$ cat config.mk
export PLATFORM = sky130hd
export DESIGN_NAME = cpu_trace_dumper
export DESIGN_NICKNAME = d
export VERILOG_FILES = /design/src/rtl/cpu_trace_dumper_pkg.sv /design/src/rtl/cpu_trace_dumper_trace_beat_slot.sv /design/src/rtl/cpu_trace_dumper.sv
export SDC_FILE = /design/constraint.sdc
export NUM_CORES = 1
export LEC_CHECK = 0
export ABC_AREA = 1
export CORE_ASPECT_RATIO = 1.1
export CORE_MARGIN = 5
export CORE_UTILIZATION = 54
export DETAILED_ROUTE_END_ITERATION = 8
export HOLD_SLACK_MARGIN = 0.1
export PLACE_DENSITY = 0.86
export SLEW_MARGIN = 15
export SYNTH_ARGS = -nofsm -noshare
export SYNTH_HDL_FRONTEND = slang
export SYNTH_SLANG_ARGS = --single-unit
$ cat constraint.sdc
create_clock -name clk -period 5.2 [get_ports clk]
set_input_delay 0.52 -clock clk [delete_from_list [all_inputs] [get_ports clk]]
set_output_delay 0.52 -clock clk [all_outputs]
set_load 0.02 [all_outputs]
$ cat src/rtl/cpu_trace_dumper_pkg.sv
`default_nettype none
// ============================================================================
// Module      : cpu_trace_dumper_pkg
// Description : Shared constants for the end-of-run trace dumper: FSM state
//               encodings, beat kind codes and a register-select width helper.
// Revision    : 1.0 - initial release
// ============================================================================
package cpu_trace_dumper_pkg;

    localparam int ST_W = 4;

    localparam logic [3:0] ST_IDLE     = 4'd0;
    localparam logic [3:0] ST_RUN      = 4'd1;
    localparam logic [3:0] ST_CAP      = 4'd2;
    localparam logic [3:0] ST_BEAT_PC  = 4'd3;
    localparam logic [3:0] ST_BEAT_IN  = 4'd4;
    localparam logic [3:0] ST_REG_SEL  = 4'd5;
    localparam logic [3:0] ST_REG_OUT  = 4'd6;
    localparam logic [3:0] ST_BEAT_CNT = 4'd7;
    localparam logic [3:0] ST_DONE     = 4'd8;

    localparam logic [1:0] KIND_PC    = 2'd0;
    localparam logic [1:0] KIND_INSTR = 2'd1;
    localparam logic [1:0] KIND_REG   = 2'd2;
    localparam logic [1:0] KIND_CNT   = 2'd3;

    // A single-register file still needs a 1-bit select bus.
    function automatic int rsel_width(input int n);
        return (n > 1) ? $clog2(n) : 1;
    endfunction

endpackage
`default_nettype wire

$ cat src/rtl/cpu_trace_dumper_trace_beat_slot.sv
`default_nettype none
// ============================================================================
// Module      : trace_beat_slot
// Description : One-entry valid/ready holding register. A load captures a
//               beat and raises valid; the beat holds until accepted
//               (valid & ready) or flushed.
// Ports       : clk, rst       - clock, synchronous active-high reset
//               flush          - drop any held beat
//               load/load_data - capture a new beat (overrides a beat being
//                                accepted in the same cycle)
//               ready          - sink accepts the held beat
//               valid/data     - held beat
// Revision    : 1.0 - initial release
// ============================================================================
module trace_beat_slot #(
    parameter int W = 8
) (
    input  logic         clk,
    input  logic         rst,
    input  logic         flush,
    input  logic         load,
    input  logic [W-1:0] load_data,
    input  logic         ready,
    output logic         valid,
    output logic [W-1:0] data
);

    logic         r_valid;
    logic [W-1:0] r_data;

    always_ff @(posedge clk) begin
        if (rst || flush) begin
            r_valid <= 1'b0;
            r_data  <= '0;
        end else if (load) begin
            r_valid <= 1'b1;
            r_data  <= load_data;
        end else if (r_valid && ready) begin
            r_valid <= 1'b0;
        end
    end

    assign valid = r_valid;
    assign data  = r_data;

endmodule
`default_nettype wire

$ cat src/rtl/cpu_trace_dumper.sv
`default_nettype none
// ============================================================================
// Module      : cpu_trace_dumper
// Description : End-of-run monitor for the single-cycle RISC-V core. Counts
//               retired cycles until a halt PC or the cycle limit, then
//               streams PC, instruction, every register (read through the
//               core debug port) and the cycle count as valid/ready beats.
// Ports       : clk, rst              - clock, synchronous active-high reset
//               enable                - arm the monitor (level)
//               halt_pc, pc_valid, pc, instr - retirement interface
//               reg_sel / reg_data    - register-file debug port
//               out_valid/out_ready/out_kind/out_idx/out_data - beat stream
//               cycle_cnt, done, timeout - run status
//               trace_ovf             - trace beat dropped (trace build only)
// Options     : CPU_TRACE_DUMPER_TRACE_EN - emit a PC beat for every
//               non-halting retire during the run.
// Revision    : 1.0 - initial release
// ============================================================================
module cpu_trace_dumper
    import cpu_trace_dumper_pkg::*;
#(
    parameter int  XLEN       = 32,
    parameter int  NREG       = 32,
    parameter int  MAX_CYCLES = 1000,
    parameter int  RD_LAT     = 0,
    parameter int  CNT_W      = 32,
    localparam int RSEL_W     = rsel_width(NREG)
) (
    input  logic              clk,
    input  logic              rst,
    input  logic              enable,
    input  logic [XLEN-1:0]   halt_pc,
    input  logic              pc_valid,
    input  logic [XLEN-1:0]   pc,
    input  logic [XLEN-1:0]   instr,
    output logic [RSEL_W-1:0] reg_sel,
    input  logic [XLEN-1:0]   reg_data,
    output logic              out_valid,
    input  logic              out_ready,
    output logic [1:0]        out_kind,
    output logic [RSEL_W-1:0] out_idx,
    output logic [XLEN-1:0]   out_data,
    output logic [CNT_W-1:0]  cycle_cnt,
    output logic              done,
`ifdef CPU_TRACE_DUMPER_TRACE_EN
    output logic              trace_ovf,
`endif
    output logic              timeout
);

    localparam int                c_beat_w   = 2 + RSEL_W + XLEN;
    localparam logic [RSEL_W-1:0] c_last_idx = RSEL_W'(NREG - 1);
    localparam logic [CNT_W-1:0]  c_max_cnt  = CNT_W'(MAX_CYCLES);
    // A limit above the saturation value can never be reached.
    localparam bit                c_lim_ok   = (CNT_W >= 31) || (MAX_CYCLES < (1 << CNT_W));

    logic [ST_W-1:0]   r_state;
    logic [RSEL_W-1:0] r_idx;
    logic              r_wait;
    logic [CNT_W-1:0]  r_cnt;
    logic [XLEN-1:0]   r_cap_pc;
    logic [XLEN-1:0]   r_cap_instr;
    logic              r_done;
    logic              r_timeout;
    logic              r_ovf;

    logic              w_hs;
    logic              w_halt;
    logic              w_limit;
    logic              w_rd_ready;
    logic [CNT_W-1:0]  w_cnt_next;
    logic [XLEN-1:0]   w_cnt_beat;
    logic              w_load;
    logic              w_flush;
    logic [1:0]        w_beat_kind;
    logic [RSEL_W-1:0] w_beat_idx;
    logic [XLEN-1:0]   w_beat_data;
    logic [c_beat_w-1:0] w_slot_data;

    assign w_hs       = out_valid & out_ready;
    assign w_halt     = pc_valid && (pc == halt_pc);
    assign w_cnt_next = (&r_cnt) ? r_cnt : r_cnt + {{(CNT_W-1){1'b0}}, 1'b1};
    assign w_limit    = c_lim_ok && (w_cnt_next == c_max_cnt);
    // With a registered debug port the select must settle for one extra cycle.
    assign w_rd_ready = (RD_LAT == 0) || r_wait;

    generate
        if (CNT_W >= XLEN) begin : g_cnt_trunc
            assign w_cnt_beat = r_cnt[XLEN-1:0];
        end else begin : g_cnt_ext
            assign w_cnt_beat = {{(XLEN-CNT_W){1'b0}}, r_cnt};
        end
    endgenerate

    // Beat generation: each state loads the slot with the next beat, usually
    // on the edge that accepts the previous one.
    always_comb begin
        w_load      = 1'b0;
        w_flush     = 1'b0;
        w_beat_kind = KIND_PC;
        w_beat_idx  = '0;
        w_beat_data = '0;
        case (r_state)
            ST_RUN: begin
                if (!enable || w_halt || (pc_valid && w_limit)) begin
                    w_flush = 1'b1;
`ifdef CPU_TRACE_DUMPER_TRACE_EN
                end else if (pc_valid && (!out_valid || out_ready)) begin
                    w_load      = 1'b1;
                    w_beat_data = pc;
`endif
                end
            end
            ST_CAP: begin
                w_load      = 1'b1;
                w_beat_data = r_cap_pc;
            end
            ST_BEAT_PC: begin
                if (w_hs) begin
                    w_load      = 1'b1;
                    w_beat_kind = KIND_INSTR;
                    w_beat_data = r_cap_instr;
                end
            end
            ST_REG_SEL: begin
                if (w_rd_ready) begin
                    w_load      = 1'b1;
                    w_beat_kind = KIND_REG;
                    w_beat_idx  = r_idx;
                    w_beat_data = (r_idx == '0) ? '0 : reg_data;
                end
            end
            ST_REG_OUT: begin
                if (w_hs && (r_idx == c_last_idx)) begin
                    w_load      = 1'b1;
                    w_beat_kind = KIND_CNT;
                    w_beat_data = w_cnt_beat;
                end
            end
            default: ;
        endcase
    end

    always_ff @(posedge clk) begin
        if (rst) begin
            r_state     <= ST_IDLE;
            r_idx       <= '0;
            r_wait      <= 1'b0;
            r_cnt       <= '0;
            r_cap_pc    <= '0;
            r_cap_instr <= '0;
            r_done      <= 1'b0;
            r_timeout   <= 1'b0;
            r_ovf       <= 1'b0;
        end else begin
            case (r_state)
                ST_IDLE: begin
                    r_ovf <= 1'b0;
                    if (enable) begin
                        r_cnt     <= '0;
                        r_timeout <= 1'b0;
                        r_done    <= 1'b0;
                        r_idx     <= '0;
                        r_state   <= ST_RUN;
                    end
                end
                ST_RUN: begin
                    if (!enable) begin
                        r_state <= ST_IDLE;
                    end else if (w_halt) begin
                        // Halt takes precedence over the limit in the same cycle.
                        r_cap_pc    <= pc;
                        r_cap_instr <= instr;
                        r_state     <= ST_CAP;
                    end else if (pc_valid) begin
                        r_cnt <= w_cnt_next;
                        if (w_limit) begin
                            r_timeout   <= 1'b1;
                            r_cap_pc    <= pc;
                            r_cap_instr <= instr;
                            r_state     <= ST_CAP;
                        end else if (out_valid && !out_ready) begin
                            r_ovf <= 1'b1;
                        end
                    end
                end
                ST_CAP: begin
                    r_state <= ST_BEAT_PC;
                end
                ST_BEAT_PC: begin
                    if (w_hs) begin
                        r_state <= ST_BEAT_IN;
                    end
                end
                ST_BEAT_IN: begin
                    if (w_hs) begin
                        r_idx   <= '0;
                        r_wait  <= 1'b0;
                        r_state <= ST_REG_SEL;
                    end
                end
                ST_REG_SEL: begin
                    if (w_rd_ready) begin
                        r_wait  <= 1'b0;
                        r_state <= ST_REG_OUT;
                    end else begin
                        r_wait  <= 1'b1;
                    end
                end
                ST_REG_OUT: begin
                    if (w_hs) begin
                        if (r_idx == c_last_idx) begin
                            r_state <= ST_BEAT_CNT;
                        end else begin
                            r_idx   <= r_idx + {{(RSEL_W-1){1'b0}}, 1'b1};
                            r_state <= ST_REG_SEL;
                        end
                    end
                end
                ST_BEAT_CNT: begin
                    if (w_hs) begin
                        r_done  <= 1'b1;
                        r_state <= ST_DONE;
                    end
                end
                ST_DONE: begin
                    if (!enable) begin
                        r_done  <= 1'b0;
                        r_state <= ST_IDLE;
                    end
                end
                default: r_state <= ST_IDLE;
            endcase
        end
    end

    trace_beat_slot #(
        .W (c_beat_w)
    ) u_slot (
        .clk       (clk),
        .rst       (rst),
        .flush     (w_flush),
        .load      (w_load),
        .load_data ({w_beat_kind, w_beat_idx, w_beat_data}),
        .ready     (out_ready),
        .valid     (out_valid),
        .data      (w_slot_data)
    );

    assign {out_kind, out_idx, out_data} = w_slot_data;
    assign reg_sel   = r_idx;
    assign cycle_cnt = r_cnt;
    assign done      = r_done;
    assign timeout   = r_timeout;
`ifdef CPU_TRACE_DUMPER_TRACE_EN
    assign trace_ovf = r_ovf;
`else
    logic w_unused_ovf;
    assign w_unused_ovf = r_ovf;
`endif

endmodule
`default_nettype wire

# Word level (Yosys, flattened, before mapping)
# Cells that the tools add are included.
dict set report word_totals {
  reg_bits 147
  inputBits 133
  output_inout_bits 79
  elab_cells 113
}
dict set report classes {
  n_addsub 2
  n_eq_ne 24
  mux 53
  n_bitwise 1
  n_reduce_logical 24
}
# operator count
set ops {}
lappend ops {{two-way mux 32 bit} 14}
lappend ops {{one-hot mux 32 bit (4 select lines)} 1}
lappend ops {{one-hot mux 32 bit (2 select lines)} 1}
lappend ops {{two-way mux 4 bit} 10}
lappend ops {{one-hot mux 4 bit (9 select lines)} 1}
lappend ops {{adder 32 x 1 -> 32 bit (second input constant)} 1}
lappend ops {{equality test 32 x 10 -> 1 bit (second input constant)} 1}
lappend ops {{equality test 32 bit} 1}
lappend ops {{AND reduction 32 bit} 1}
lappend ops {{two-way mux 5 bit} 5}
lappend ops {{inequality test 2 bit (second input constant)} 11}
lappend ops {{equality test 4 x 3 -> 1 bit (second input constant)} 4}
lappend ops {{one-hot mux 5 bit (3 select lines)} 1}
lappend ops {{two-way mux 1 bit} 14}
lappend ops {{AND reduction 5 bit} 2}
lappend ops {{equality test 4 x 2 -> 1 bit (second input constant)} 2}
lappend ops {{inequality test 4 bit (second input constant)} 2}
lappend ops {{AND reduction 4 bit} 2}
lappend ops {{AND reduction 8 bit} 1}
lappend ops {{nonzero test 2 bit} 4}
lappend ops {{one-hot mux 1 bit (3 select lines)} 2}
lappend ops {{one-hot mux 2 bit (3 select lines)} 1}
lappend ops {{AND reduction 6 bit} 1}
lappend ops {{nonzero test 3 bit} 2}
lappend ops {{13 further kinds} 19}

# Logic depth before layout (Yosys ltp)
dict set report logic_depth {
  word_depth 8
  ltp_mapped 18
  mapped_depth_nobuf 16
}

# Modules after synthesis
# Synthesis repeated with hierarchy kept, for this count alone.
dict set report unflattened {
  cells_unflattened 1329
  area_unflattened_um2 8567.0
}
# module instances cells_each area_each_um2 seq_area_each_um2
set modules_own_cells {}
lappend modules_own_cells {cpu_trace_dumper 1 1153 7186.9 2142.1}
lappend modules_own_cells {trace_beat_slot 1 176 1380.1 800.8}

# Least setup slack after synthesis
# OpenSTA, ideal clock, no wires.
dict set report synth_timing {
  path_type {register to register}
  from {register r_cnt[1] (netlist: cycle_cnt[1])}
  to {register r_cap_instr[0]}
  setup_ps 132
  arrival_ps 2540
  required_ps 5068
  path_slack_ps 2528
  stages_incl_launch_ff 19
  path_buffers 2
  synth_period_minus_slack_ps 2672
  path_cell_list {dfxtp_1 > ha_1 > inv_2 > nor2_4 > nand2_4 > nor2_8 > nand2_4 > buf_6 > nand2_1 > nand2_1 > nor2_1 > nand3_1 > nor2_2 > nand3_2 > nand2_2 > nand3_2 > buf_2 > nand2_1 > a21oi_1}
}
dict set report synth_between {
  elab_chain_cells 5
  word_cells_on_any_way 6
  classes_between {add/sub (1); eq/ne (1); mux (1); reduce/logical (3)}
}
# item line_no
set synth_rtl {}
lappend synth_rtl {{from (decl)} cpu_trace_dumper.sv:60} ;# logic [CNT_W-1:0] r_cnt;
lappend synth_rtl {{from (signal assigned)} cpu_trace_dumper.sv:176} ;# r_cnt <= w_cnt_next;
lappend synth_rtl {{adder 32 x 1 -> 32 bit / AND reduction 32 bit (equally long branches)} cpu_trace_dumper.sv:82} ;# assign w_cnt_next = (&r_cnt) ? r_cnt : r_cnt + {{(CNT_W-1){1'b0}}, 1'b1};
lappend synth_rtl {{two-way mux 32 bit (*)} cpu_trace_dumper.sv:82}
lappend synth_rtl {{equality test 32 x 10 -> 1 bit (*)} cpu_trace_dumper.sv:83} ;# assign w_limit = c_lim_ok && (w_cnt_next == c_max_cnt);
lappend synth_rtl {{nonzero test 2 bit (no line) (*)} -}
lappend synth_rtl {{AND reduction 4 bit (no line) (*)} -}
lappend synth_rtl {{to (signal assigned)} cpu_trace_dumper.sv:173} ;# r_cap_instr <= instr;
lappend synth_rtl {{to (signal assigned)} cpu_trace_dumper.sv:180} ;# r_cap_instr <= instr;
lappend synth_rtl {{to (decl)} cpu_trace_dumper.sv:62} ;# logic [XLEN-1:0] r_cap_instr;
# Mark *: on every way between the ends. The rest lies on a longest branch, timed or not.
# A chain may end at the register's enable or synchronous reset.

# Final worst setup path
dict set report layout_timing {
  from {register r_cnt[0] (netlist: cycle_cnt[0])}
  to {register r_cap_pc[21]}
}
dict set report layout_between {
  elab_chain_cells 5
  word_cells_on_any_way 6
  classes_between {add/sub (1); eq/ne (1); mux (1); reduce/logical (3)}
}
# item line_no
set layout_rtl {}
lappend layout_rtl {{adder 32 x 1 -> 32 bit / AND reduction 32 bit (equally long branches)} cpu_trace_dumper.sv:82}
lappend layout_rtl {{two-way mux 32 bit (*)} cpu_trace_dumper.sv:82}
lappend layout_rtl {{equality test 32 x 10 -> 1 bit (*)} cpu_trace_dumper.sv:83}
lappend layout_rtl {{nonzero test 2 bit (no line) (*)} -}
lappend layout_rtl {{AND reduction 4 bit (no line) (*)} -}
lappend layout_rtl {{to (signal assigned)} cpu_trace_dumper.sv:172} ;# r_cap_pc <= pc;
lappend layout_rtl {{to (signal assigned)} cpu_trace_dumper.sv:179} ;# r_cap_pc <= pc;
lappend layout_rtl {{to (decl)} cpu_trace_dumper.sv:61} ;# logic [XLEN-1:0] r_cap_pc;
# Marks and branches as above.

==> metrics <==
global placement routability congestion between 0.9 and 1; combinational fraction of design power between 20 and 25%; worst flop-to-flop path startpoint cycle_cnt[0]; cell mode on critical path nand2_1; Crit path required time 5450 ps; number of flops mapped to enable cells by yosys 0; hold path start rst; unique cell type count in the Yosys netlist 39; Critical-path top delay cell dfxtp_1; most common cell after layout, fill and taps aside nand2_1; critical setup path kind flop to flop; Reg-to-Reg End r_cap_pc[21]; FF+latch count, synth between 100 and 150; post-cts sizing count 0; Hold Vio Cnt, Final 0; Worst Skew a little over 7 ps; CP Capture Type flop; CP Launch Type flop; CTS tree done; Nets around 1.6k; gr ovfl total 0; FF-to-FF setup slack 1360 ps; Clock Pin Slew Worst Setup and Hold Paths around 60 ps; Cell Area, Synth approximately 8400 sq um; num rows 47; initial antenna violation count 0; P_sw a little under 1000 uW; Max-Slew Margin vs Limit between 20% and 30%; Final period util between 70% and 80%; drt initial violations around 1.1k; routed vias between 9k and 10k; status complete, no violations; Worst EP arrival slightly above 4000 ps; die span in x about 130 um; PwrDens around 280 nW/um^2; die height ~140 um; worst min-delay path class input pin to flop; Synth Net Count ~1.4k; worst-margin pin slew roughly 1200 ps; DRC violations left 0; max_cap viols 0; DP Wirelength between 20000 and 25000 um; CTS Buf Count 17; first-pass GRT wire length ~47000 um; Final ANT Viol Nets 0; # placed instances 1631; Clk Tree Root Cell clkbuf_16; H-tree depth 4; die area approximately 18000 sq um; CORE AREA around 15000 sq um; initial core utilization 55.26%; Lkg Pwr between 0.004 and 0.005 uW; Synth-to-Final Area Change 32.03%; internal power between 2000 and 2500 uW; synth warn 0; non-filler cells, final about 1.7k; CP Launch Point cycle_cnt[0]; Net Sw Frac between 30% and 40%; ys async rst share 0%; maximum vdd drop 0.0002286 V; clock buffer depth 2; Post-CTS Setup Inserts 0; Sink Count about 150; max-slew violation count 0; IO Count around 210; GRT Overall Usage roughly 32%; crit-path cells ha_1 > inv_2 > nor2_4 > nand2_4 > nor2_8 > nand2_4 > nand2_1 > nand2_1 > nor2_1 > nand3_1 > nor2_2 > nand3_2 > nand2_2 > nand3_2 > buf_4 > nand2_1 > a21oi_1; Register-to-Register Path Depth 17; fmax between 200 and 300 MHz; Via density approximately 5.8; Syn Area/Cell 6.530 sq um; ratio of cells with drive above 1 in the final layout about 5.1%; crit path time final between 3000 and 4000 ps; Port-buffer cells roughly 210; WL per Instance 17.90 um; Syn Inst Count between 1k and 1.5k; Clock power frac around two fifths; sequential share of the synthesized area roughly a third; ant diodes 0; final WL between 20000 and 30000 um; most frequent cells in the layout 308 x nand2_1, 209 x clkdlybuf4s50_1, 147 x dfxtp_1, 141 x nor2_1, 128 x inv_1; unrepaired setup endpoints after global routing no; Worst Setup EP r_cap_pc[21]; hold_buf cts 0; vias in the first global route around 9k; Setup Viol. Count Final 0; Largest stage delay, worst path 520 ps; largest net degree at the start of global routing around 100; sequential share of power 38.7%; crit-path max FO 64; Synth Flop Type dfxtp_1; final setup TNS 0 ps; later-pin clock latency in the skew report between 400 and 500 ps; router iterations before antenna repair 6
synthesized netlist by cell type, types with 5 or more instances:
| master | instances | area [sq um] |
|---|---|---|
| nand3_1 | 119 | 595.6 |
| buf_2 | 11 | 55.05 |
| nand2_1 | 308 | 1156 |
| o21ai_0 | 22 | 110.1 |
| nand4_1 | 81 | 506.7 |
| nor3_1 | 13 | 65.06 |
| buf_6 | 8 | 90.09 |
| nor2_2 | 5 | 31.28 |
| xnor2_1 | 8 | 70.07 |
| a22oi_1 | 61 | 457.9 |
| xor2_1 | 11 | 96.34 |
| a21oi_1 | 111 | 555.5 |
| clkbuf_1 | 51 | 191.4 |
| or2_2 | 10 | 62.56 |
| dfxtp_1 | 147 | 2943 |
| nand2_2 | 5 | 31.28 |
| nor2_1 | 145 | 544.3 |
| inv_1 | 128 | 480.5 |
power by group through the flow:
| stage | combinational, uW | sequential [uW] | clock (uW) |
|---|---|---|---|
| 6_report | 704 | 1210 | 1210 |
| 5_1_grt | 754 | 1210 | 1270 |
| 4_1_cts | 691 | 1210 | 1220 |
| 3_5_place_dp | 686 | 1230 | 0 |
| 3_3_place_gp | 682 | 1230 | 0 |
| 2_1_floorplan | 373 | 1240 | 0 |
layer usage:
layer | GRT usage [%] | up-vias | wire length [um]
li1 | - | 4631 | -
met3 | 6.281 | 74 | 2558
met2 | 53.90 | 504 | 14440
met1 | 40.93 | 4448 | 11650
met4 | 12.71 | 0 | 1100
met5 | 0 | - | 0
final cells by class:
class,instances,area [sq um]
Multi-Input combinational cell,935,4622
Fill cell,1261,4103
Sequential cell,147,2943
Timing Repair Buffer,223,2192
Inverter,130,488.0
Clock buffer,24,481.7
Tap cell,196,245.2
Clock inverter,7,97.59
flip-flops by register name (all words and copies together), names as in the netlist:
register and cells:
cycle_cnt 32, r_cap_pc 32, done 1, u_slot.valid 1, r_state 4, reg_sel 5, u_slot.data 39, timeout 1
r_cap_instr 32
worst min path at each step:
stage                                end  slack [ps]  cells after the start
after floorplan           r_cap_instr[0]         440                      2
after global placement    r_cap_instr[7]         450                      2
after detailed placement    r_cap_pc[17]         450                      2
after CTS                     r_state[0]         420                      4
after global routing          r_state[0]         450                      4
final                            timeout         430                      4
per-stage QoR:
stage                     hold WS, ps  setup WS [ps]  utilization, %  power, uW  area, sq um
after floorplan                 439.8           2528               -       1618         8384
after global routing            450.7           1033           72.96       3234        11070
after global placement          446.4           1552           69.14       1912        10490
after CTS                       417.7           1414           72.96       3115        11070
final                           432.6           1358           72.96       3126        11070
after detailed placement        454.1           1466           69.14       1916        10490
critical path, delay by kind of cell, from the launching register on:
family / cells / cell delay, ps
fa+ha+maj: 1 / 340
compound gates: 1 / 80
buf+inv: 2 / 460
flops: 1 / 520
simple gates: 13 / 2240
cells by family (layout without fill, tap and decap cells):
family	count (synthesis)	in the layout	share of synthesized area (%)
flops	147	147	35.10
buf+inv	202	384	10.01
compound gates	205	205	14.36
xor+xnor	19	19	1.985
simple gates	707	707	37.95
fa+ha+maj	4	4	0.5969
Note: power is estimated with default switching activity, not from simulation.
